File: config.mk
export PLATFORM = sky130hd
export DESIGN_NAME = alu_rs_sched
export DESIGN_NICKNAME = d
export VERILOG_FILES = /design/src/rtl/alu_rs_sched_pkg.sv /design/src/rtl/alu_rs_sched_age_select.sv /design/src/rtl/alu_rs_sched.sv
export SDC_FILE = /design/constraint.sdc
export NUM_CORES = 2
export LEC_CHECK = 0
export ABC_CLOCK_PERIOD_IN_PS = 7700
export BUFFER_PORTS_ARGS = -buffer_cell sky130_fd_sc_hd__buf_2
export CORE_MARGIN = 2
export CORE_UTILIZATION = 55
export CTS_CLUSTER_SIZE = 25
export DETAILED_ROUTE_END_ITERATION = 12
export PLACE_DENSITY = 0.8
export SLEW_MARGIN = 20
export SYNTH_ARGS = -nofsm -noshare
export SYNTH_HDL_FRONTEND = slang
export SYNTH_SLANG_ARGS = --single-unit
File: constraint.sdc
create_clock -name clk -period 7.7 [get_ports clk]
set_input_delay 1.155 -clock clk [delete_from_list [all_inputs] [get_ports clk]]
set_output_delay 1.155 -clock clk [all_outputs]
set_load 0.1 [all_outputs]
File: src/rtl/alu_rs_sched_pkg.sv
// Shared types for the ALU reservation station: micro-op payload, RS entry and
// the ROB flush-range helper that other functional units reuse.
package alu_rs_sched_pkg;

    localparam int RS_DEPTH      = 8;
    localparam int RS_N_CDB      = 2;
    localparam int ROB_DEPTH_DEF = 16;

    typedef struct packed {
        logic [6:0]  pd;
        logic [6:0]  ps1;
        logic [6:0]  ps2;
        logic        ps1_ready;
        logic        ps2_ready;
        logic [4:0]  rob_index;
        logic [6:0]  Opcode;
        logic [2:0]  func3;
        logic [6:0]  func7;
        logic [31:0] imm;
    } rs_data;

    typedef struct packed {
        logic   valid;
        rs_data data;
    } rs_entry_t;

    // True when tag lies strictly between mis_tag and tail, walking the ROB ring.
    function automatic logic rob_in_flush_range(input logic [4:0] tag,
                                                input logic [4:0] mis_tag,
                                                input logic [4:0] tail,
                                                input int         rob_depth = ROB_DEPTH_DEF);
        int dist_tag;
        int dist_tail;
        dist_tag  = ((int'(tag)  % rob_depth) - (int'(mis_tag) % rob_depth) + rob_depth) % rob_depth;
        dist_tail = ((int'(tail) % rob_depth) - (int'(mis_tag) % rob_depth) + rob_depth) % rob_depth;
        return (dist_tag != 0) && (dist_tag < dist_tail);
    endfunction

endpackage

File: src/rtl/alu_rs_sched_age_select.sv
// Oldest-ready picker: grants the requesting entry that no other requester is older than.
module rs_age_select
    import alu_rs_sched_pkg::*;
#(
    parameter int DEPTH = RS_DEPTH
) (
    input  logic [DEPTH-1:0]            req,
    input  logic [DEPTH-1:0][DEPTH-1:0] age,
    output logic [DEPTH-1:0]            grant,
    output logic                        valid
);

    logic [DEPTH-1:0] blocked;

    always_comb begin
        blocked = '0;
        for (int i = 0; i < DEPTH; i++) begin
            for (int j = 0; j < DEPTH; j++) begin
                if (j != i && req[j] && age[j][i]) begin
                    blocked[i] = 1'b1;
                end
            end
        end
    end

    assign grant = req & ~blocked;
    assign valid = |req;

endmodule

File: src/rtl/alu_rs_sched.sv
// ALU reservation station and issue scheduler with CDB wakeup and mispredict flush.
// Optional ALU_RS_BYPASS_EN: same-cycle CDB matches count as ready for select and dispatch.
module alu_rs_sched
    import alu_rs_sched_pkg::*;
#(
    parameter int DEPTH     = RS_DEPTH,
    parameter int N_CDB     = RS_N_CDB,
    parameter int ROB_DEPTH = ROB_DEPTH_DEF
) (
    input  logic                      clk,
    input  logic                      reset,
    input  logic                      dispatch_valid,
    input  rs_data                    dispatch_data,
    output logic                      dispatch_ready,
    input  logic [N_CDB-1:0]          cdb_valid,
    input  logic [N_CDB-1:0][6:0]     cdb_tag,
    input  logic                      fu_ready,
    input  logic [4:0]                curr_rob_tag,
    input  logic                      mispredict,
    input  logic [4:0]                mispredict_tag,
    output logic                      issued,
    output rs_data                    issue_data,
    output logic [$clog2(DEPTH):0]    occupancy
);

    localparam int IDX_W = $clog2(DEPTH);
    localparam int OCC_W = IDX_W + 1;

    rs_entry_t [DEPTH-1:0]           entries;
    logic [DEPTH-1:0][DEPTH-1:0]     age;
    logic [OCC_W-1:0]                occ;
    logic                            issued_q;
    rs_data                          issue_q;

    logic [DEPTH-1:0]                req;
    logic [DEPTH-1:0]                grant;
    logic [DEPTH-1:0]                kill;
    logic [DEPTH-1:0]                next_valid;
    logic                            grant_valid;
    logic [IDX_W-1:0]                grant_idx;
    logic [IDX_W-1:0]                free_idx;
    logic                            free_found;
    logic                            dispatch_fire;
    logic [OCC_W-1:0]                next_occ;
    rs_data                          dispatch_wr;

    function automatic logic cdb_hit(input logic [6:0]            tag,
                                     input logic [N_CDB-1:0]      vld,
                                     input logic [N_CDB-1:0][6:0] tags);
        logic hit;
        hit = 1'b0;
        for (int c = 0; c < N_CDB; c++) begin
            if (vld[c] && tags[c] == tag) begin
                hit = 1'b1;
            end
        end
        return hit;
    endfunction

    always_comb begin
        req  = '0;
        kill = '0;
        for (int i = 0; i < DEPTH; i++) begin
            logic rdy1;
            logic rdy2;
            rdy1 = entries[i].data.ps1_ready || (entries[i].data.ps1 == '0);
            rdy2 = entries[i].data.ps2_ready || (entries[i].data.ps2 == '0);
`ifdef ALU_RS_BYPASS_EN
            rdy1 = rdy1 || cdb_hit(entries[i].data.ps1, cdb_valid, cdb_tag);
            rdy2 = rdy2 || cdb_hit(entries[i].data.ps2, cdb_valid, cdb_tag);
`endif
            req[i]  = entries[i].valid && rdy1 && rdy2 && !mispredict && fu_ready;
            kill[i] = mispredict && rob_in_flush_range(entries[i].data.rob_index,
                                                       mispredict_tag, curr_rob_tag, ROB_DEPTH);
        end
    end

    rs_age_select #(.DEPTH(DEPTH)) u_select (
        .req   (req),
        .age   (age),
        .grant (grant),
        .valid (grant_valid)
    );

    // Free slot search uses the registered valid bits, so a slot issued this cycle stays busy.
    always_comb begin
        grant_idx  = '0;
        free_idx   = '0;
        free_found = 1'b0;
        for (int i = 0; i < DEPTH; i++) begin
            if (grant[i]) begin
                grant_idx = IDX_W'(i);
            end
            if (!entries[i].valid && !free_found) begin
                free_idx   = IDX_W'(i);
                free_found = 1'b1;
            end
        end
    end

    assign dispatch_ready = (occ != OCC_W'(DEPTH));
    assign dispatch_fire  = dispatch_valid && dispatch_ready && free_found &&
                            !(mispredict && rob_in_flush_range(dispatch_data.rob_index,
                                                               mispredict_tag, curr_rob_tag, ROB_DEPTH));

    always_comb begin
        dispatch_wr = dispatch_data;
`ifdef ALU_RS_BYPASS_EN
        dispatch_wr.ps1_ready = dispatch_data.ps1_ready || cdb_hit(dispatch_data.ps1, cdb_valid, cdb_tag);
        dispatch_wr.ps2_ready = dispatch_data.ps2_ready || cdb_hit(dispatch_data.ps2, cdb_valid, cdb_tag);
`endif
    end

    always_comb begin
        next_valid = '0;
        next_occ   = '0;
        for (int i = 0; i < DEPTH; i++) begin
            next_valid[i] = entries[i].valid && !kill[i] && !grant[i];
            if (dispatch_fire && free_idx == IDX_W'(i)) begin
                next_valid[i] = 1'b1;
            end
            next_occ = next_occ + OCC_W'(next_valid[i]);
        end
    end

    always_ff @(posedge clk) begin
        if (!reset) begin
            entries  <= '0;
            age      <= '0;
            occ      <= '0;
            issued_q <= 1'b0;
            issue_q  <= '0;
        end else begin
            occ      <= next_occ;
            issued_q <= grant_valid;
            if (grant_valid) begin
                issue_q           <= entries[grant_idx].data;
                issue_q.ps1_ready <= 1'b1;
                issue_q.ps2_ready <= 1'b1;
            end
            for (int i = 0; i < DEPTH; i++) begin
                entries[i].valid <= next_valid[i];
                if (cdb_hit(entries[i].data.ps1, cdb_valid, cdb_tag)) begin
                    entries[i].data.ps1_ready <= 1'b1;
                end
                if (cdb_hit(entries[i].data.ps2, cdb_valid, cdb_tag)) begin
                    entries[i].data.ps2_ready <= 1'b1;
                end
            end
            // New entry is younger than everything currently held.
            if (dispatch_fire) begin
                entries[free_idx].data <= dispatch_wr;
                age[free_idx]          <= '0;
                for (int j = 0; j < DEPTH; j++) begin
                    if (entries[j].valid) begin
                        age[j][free_idx] <= 1'b1;
                    end
                end
            end
        end
    end

    assign issued     = issued_q &&
                        !(mispredict && rob_in_flush_range(issue_q.rob_index, mispredict_tag,
                                                           curr_rob_tag, ROB_DEPTH));
    assign issue_data = issue_q;
    assign occupancy  = occ;

endmodule
* Yosys cells after proc, flatten, opt, wreduce, memory -nomap -nowiden
Index checks and enable logic that the tools add are counted.
** Operators by class
- Add/subtract/negate cells :: 29
- $lt $le $gt $ge :: 13
- Equal/unequal tests :: 40
- Muxes and demuxes :: 184
- Bitwise logic cells :: 23
- Reductions and logical operators :: 263
** Operators by type and width (number)
- 624-bit bitwise mux :: 1
- 624-bit 2-to-1 mux :: 1
- 32-bit nonzero test :: 10
- 78-bit binary-select mux with 3-bit select :: 1
- 78-bit demux with 3-bit select :: 1
- 7-bit == test :: 32
- 1-bit logical AND :: 176
- 1-bit 2-to-1 mux :: 155
- 77-bit 2-to-1 mux :: 2
- 7-bit zero test :: 16
- 5-bit by 6-bit adder with 7-bit output, second input constant :: 11
- 8-bit 2-to-1 mux :: 9
- 64-bit bitwise AND :: 1
- 64-bit inverter :: 1
- 8-bit bitwise OR :: 8
- 4-bit by 4-bit subtractor with 5-bit output :: 11
- 5-bit < comparator :: 10
- 4-bit OR reduction :: 11
- 3-bit 2-to-1 mux :: 12
- 1-bit zero test :: 32
- 8-bit demux with 3-bit select :: 1
- 4-bit by 1-bit adder with 4-bit output :: 4
- 1-bit logical OR :: 16
- 3-bit == test, second input constant :: 4
- 14 further kinds :: 26
** Storage, ports and cells
- Bits in registers :: 769
- Bits of input ports :: 108
- Logic and storage cells :: 659

* Longest topological paths before layout
- Depth in word-level cells :: 32
- Mapped depth :: 26
- Mapped depth without buffers :: 23

* By module
A second synthesis with hierarchy kept.
** Second synthesis, totals
- Cells, all modules :: 4958
- Area total of the unflattened synthesis :: 39173.8 um^2
** By module, submodules not included
- alu_rs_sched :: times used 1, cells each 4907, area each 38749.7 um^2
- rs_age_select :: times used 1, cells each 51, area each 424.2 um^2

* Least setup slack after synthesis
Ideal clock, no wire load.
- Path type :: input port to flip-flop
- Start point :: input mispredict_tag[1]
- End point :: register occ[2], in the netlist occupancy[2]
- Setup time :: 128 ps
- Arrival :: 6665 ps
- Data required time :: 7572 ps
- Path slack :: 908 ps
- Cell stages on the path :: 23
- Buffers on the path :: 3
- Cell sequence :: inv_1 -> fa_1 -> xnor2_1 -> ha_1 -> nor2b_1 -> o21ai_0 -> o2111ai_1 -> and2_0 -> clkbuf_1 -> nand2_1 -> clkbuf_1 -> buf_1 -> nand2_1 -> fa_1 -> fa_1 -> inv_1 -> fa_1 -> inv_1 -> ha_1 -> inv_1 -> fa_1 -> xor2_1 -> nor2_1
** Between the ends
- Longest elaborated chain between the ends :: 18
- Elaborated cells between the ends (all ways) :: 125
** Ends and longest elaborated chain
- from (decl) :: RTL line alu_rs_sched.sv:20 : input logic [4:0] mispredict_tag,
- 4-bit by 4-bit subtractor with 5-bit output, on equally long branches :: RTL line alu_rs_sched_pkg.sv:34, alu_rs_sched_pkg.sv:35
- 5-bit by 6-bit adder with 7-bit output, on equally long branches :: RTL line alu_rs_sched_pkg.sv:34, alu_rs_sched_pkg.sv:35
- 4-bit OR reduction (no line)
- 1-bit bitwise AND (no line)
- 5-bit < comparator / 32-bit nonzero test (equally long branches) :: RTL line alu_rs_sched_pkg.sv:36 : return (dist_tag != 0) && (dist_tag < dist_tail);
- 1-bit logical AND :: RTL line alu_rs_sched_pkg.sv:36
- 1-bit logical AND, on equally long branches :: RTL line alu_rs_sched.sv:73, alu_rs_sched.sv:103
- 1-bit zero test, on equally long branches :: RTL line alu_rs_sched.sv:118, alu_rs_sched.sv:103
- 1-bit logical AND, on equally long branches :: RTL line alu_rs_sched.sv:118, alu_rs_sched.sv:102
- 1-bit logical AND, on equally long branches :: RTL line alu_rs_sched.sv:118, alu_rs_sched.sv:119
- 1-bit 2-to-1 mux * :: RTL line alu_rs_sched.sv:119 : if (dispatch_fire && free_idx == IDX_W'(i)) begin
- via next_valid[0] :: RTL line alu_rs_sched.sv:38 : logic [DEPTH-1:0] next_valid;
- 1-bit by 1-bit adder with 2-bit output * :: RTL line alu_rs_sched.sv:122 : next_occ = next_occ + OCC_W'(next_valid[i]);
- 2-bit by 1-bit adder with 3-bit output * :: RTL line alu_rs_sched.sv:122
- 3-bit by 1-bit adder with 4-bit output * :: RTL line alu_rs_sched.sv:122
- 4-bit by 1-bit adder with 4-bit output * (4 in series) :: RTL line alu_rs_sched.sv:122
- to (signal assigned) :: RTL line alu_rs_sched.sv:134 : occ <= next_occ;
- to (decl) :: RTL line alu_rs_sched.sv:31 : logic [OCC_W-1:0] occ;
The timed path passes the listed nets; every way through them passes the cells marked *.
A chain may end at the register's enable or synchronous reset.

* Worst setup path in the final report
- Start point :: input mispredict_tag[0]
- End point :: register occ[2], in the netlist occupancy[2]
The elaborated chain is that of the path after synthesis.

==> results.toml <==
[grt]
wire_length_of_the_first_global_routing_pass_um = 176000
overall_routing_resource_usage_pct = 32.6
grt_start_max_net_pins = 218
grt.overflow.total = 0
first_global_vias = 31286
grt_antenna_before_repair = 9

[die]
design.portCount = 191
die_y_um = 261
area_of_the_die_sq_mm = 0.0682
die_x_um = 261
start_util_pct = 55.4
fp-row-count = 94
fp.coreArea_sq_mm = 0.0656

[routing]
vias = 33153
post-route-drc-count = 0
wl_per_cell_um = 21.1
drt_first_iter_violations = 3682
postRouteAntennaNets = 0
detail_route.vias_per_cell = 6.11
detailedRoute.firstPassIterationCount = 8
route.final.wire_length_um = 114000

[yosys]
synth_warnings = 0
synth_enable_flop_cells = 0
yosysMostFrequentCell = "sky130_fd_sc_hd__nand2_1"
post_synth.cell_area_avg_sq_um = 7.88
netlist_top_cells_count = "sky130_fd_sc_hd__nand2_1, sky130_fd_sc_hd__dfxtp_1, sky130_fd_sc_hd__a21oi_1, sky130_fd_sc_hd__clkbuf_1, sky130_fd_sc_hd__xnor2_1"
yosysUniqueCellTypes = 60
ys_dominant_reg_cell = "sky130_fd_sc_hd__dfxtp_1"
synth.yosys.seq_area_share_pct = 41.9
yosysTopAreaCell = "sky130_fd_sc_hd__dfxtp_1"
post-synth-top-area-fraction_pct = 41.9
mapped_area_sq_mm = 0.0364
asyncSetResetFlopFracSynth_pct = 0
ranking_of_synthesized_cells_by_area = "sky130_fd_sc_hd__dfxtp_1, sky130_fd_sc_hd__nand2_1, sky130_fd_sc_hd__a21oi_1"
postSynthNetCount = 4804
post_synth_inst_count = 4615
yosys_register_bits = 761

[sta]
setup_tns_ns = 0
relSlewSlack_pct = 23.9
timing_hold_violations_final = 0
timing_limited_maximum_frequency_mhz = 169
worst_hold_slack_ns = 0.449
setup_viol_count_final = 0
slew_viol_final = 0
timing.final.crit_share_pct = 76.6
clock_skew_ns = 0.0255
post-route-min-period_ns = 5.90
worst_slew_pin_slew_ns = 1.14
rsz0062_at_grt = "false"

[clock_tree]
cts_repair_resize_count = 0
numCtsBuffers = 78
tritoncts_num_sinks = 761
cts.clk_slew.worst_paths_ns = 0.06
clock_h_tree_levels = 3
max-clock-path-buffers = 3
root_buffer = "sky130_fd_sc_hd__clkbuf_16"
post-cts-setup-buffers = 0
post_cts_hold_buffer_count = 0
cts_tree = "built"
worst_skew_pair.late_latency_ns = 0.64

[critical_path]
setup.worst_path.end_class = "register"
cpMaxStageDelayCell = "sky130_fd_sc_hd__fa_1"
delay_of_the_slowest_critical_path_stage_ns = 0.52
critPathLaunchType = "input pin"
worst_path_most_repeated_cell = "sky130_fd_sc_hd__fa_1"
crit_path_cell_trace = "buf_2 -> ha_1 -> inv_1 -> fa_1 -> xnor2_1 -> buf_4 -> ha_1 -> nor2b_1 -> o21ai_0 -> o2111ai_1 -> and2_0 -> nand2_4 -> nand2_1 -> fa_1 -> fa_1 -> inv_1 -> fa_1 -> inv_1 -> ha_1 -> inv_1 -> fa_1 -> xor2_1 -> nor2_1"
path_max_fanout = 11
setup.worst_path.class = "input pin to register"
worstPathRequired_ns = 8.19
endpoint_arrival_time_on_the_critical_path_ns = 6.39

[place]
detailed_place_hpwl_um = 64200
place.port_buffers = 188
total_instance_count_after_detailed_placement = 5276
globalplace.congestion = 0.932

[finish]
fin_cells = 5424
final_layout_size_suffix_gt1_share_pct = 10.4
syn2layout_area_growth_pct = 9.48
fin_util_pct = 60.7
fillers = 5785
finalNetCount = 4681

[worst_hold_path]
min_path_type = "register to register"

[power_and_ir_drop]
total_leakage_power_uw = 0.0137
power.density_cell_area_mw_per_mm2 = 233
peakVddDrop_uv = 159
final_power_uw = 9290

[status]
status = "finished clean"

[job]
maxCapViolCount = 0
==> where the power goes <==
group          internal [uW]  switching, uW  total [uW]
Combinational            349            834        1180
Sequential              4040           84.3        4120
Clock                   2350           1630        3980
Total                   6730           2550        9290
==> cell families (layout without fill, tap and decap cells) <==
kind of cell	Yosys count	count (layout)	share of synthesized area, %
compound gates	1065	1065	17.9
xor+xnor	258	258	6.21
fa+ha+maj	81	81	3.09
buf+inv	564	503	6.42
flops	761	761	41.9
mux	150	150	4.38
other cells	0	6	0
simple gates	1736	1736	20.1
==> metal layers <==
| layer | global-route usage [%] | vias up | routed length, um |
|---|---|---|---|
| li1 | - | 15396 | - |
| met1 | 43.0 | 15628 | 45400 |
| met2 | 52.6 | 1762 | 52200 |
| met3 | 5.44 | 361 | 11700 |
| met4 | 14.9 | 6 | 5010 |
| met5 | 0 | - | 27 |
==> stage by stage <==
stage	area (sq um)	setup slack, ns
final	39800	1.80
after global routing	39800	1.51
after CTS	39800	1.81
after detailed placement	37100	1.17
after global placement	37100	1.24
after floorplan	36400	0.908
==> cell usage in the layout (no fill, tap or decap), drive strengths merged, types with 14 or more instances in the layout <==
master / count
inv: 127
mux2i: 76
and3: 86
nor3: 42
a21oi: 748
o221ai: 75
a21o: 14
o21ai: 16
dfxtp: 761
xnor2: 238
clkinv: 17
clkbuf: 115
buf: 236
nor2: 182
ha: 66
a2111oi: 82
nor4: 35
fa: 15
nand2: 1252
a22oi: 24
mux2: 74
nor4b: 22
a211oi: 74
xor2: 20
nand4: 67
==> worst max-delay path: cells and delay by family <==
family          cells  cell delay, ns
compound gates      2            0.43
buf+inv             6            0.75
fa+ha+maj           8            2.89
simple gates        5            0.82
xor+xnor            2            0.33
==> final timing paths <==
path | slack [ns] | startpoint | end | cells after the start
hold reg to reg | 0.45 | register | register | 2
setup reg to reg | 2.57 | register | occupancy[2] | 17
hold / removal | 0.45 | register | register | 2
setup / recovery | 1.80 | mispredict_tag[0] | occupancy[2] | 23
==> cell type report <==
type	instances	area (sq um)	share of cell area, %
Clock buffer	115	2290	5.75
Inverter	125	477	1.20
Multi-Input combinational cell	3290	19000	47.7
Sequential cell	761	15200	38.2
Timing Repair Buffer	236	1350	3.39
Antenna cell	6	15.0	0.0377
Clock inverter	27	403	1.01
Tap cell	864	1080	2.71
(Power assumes the default switching activity.)
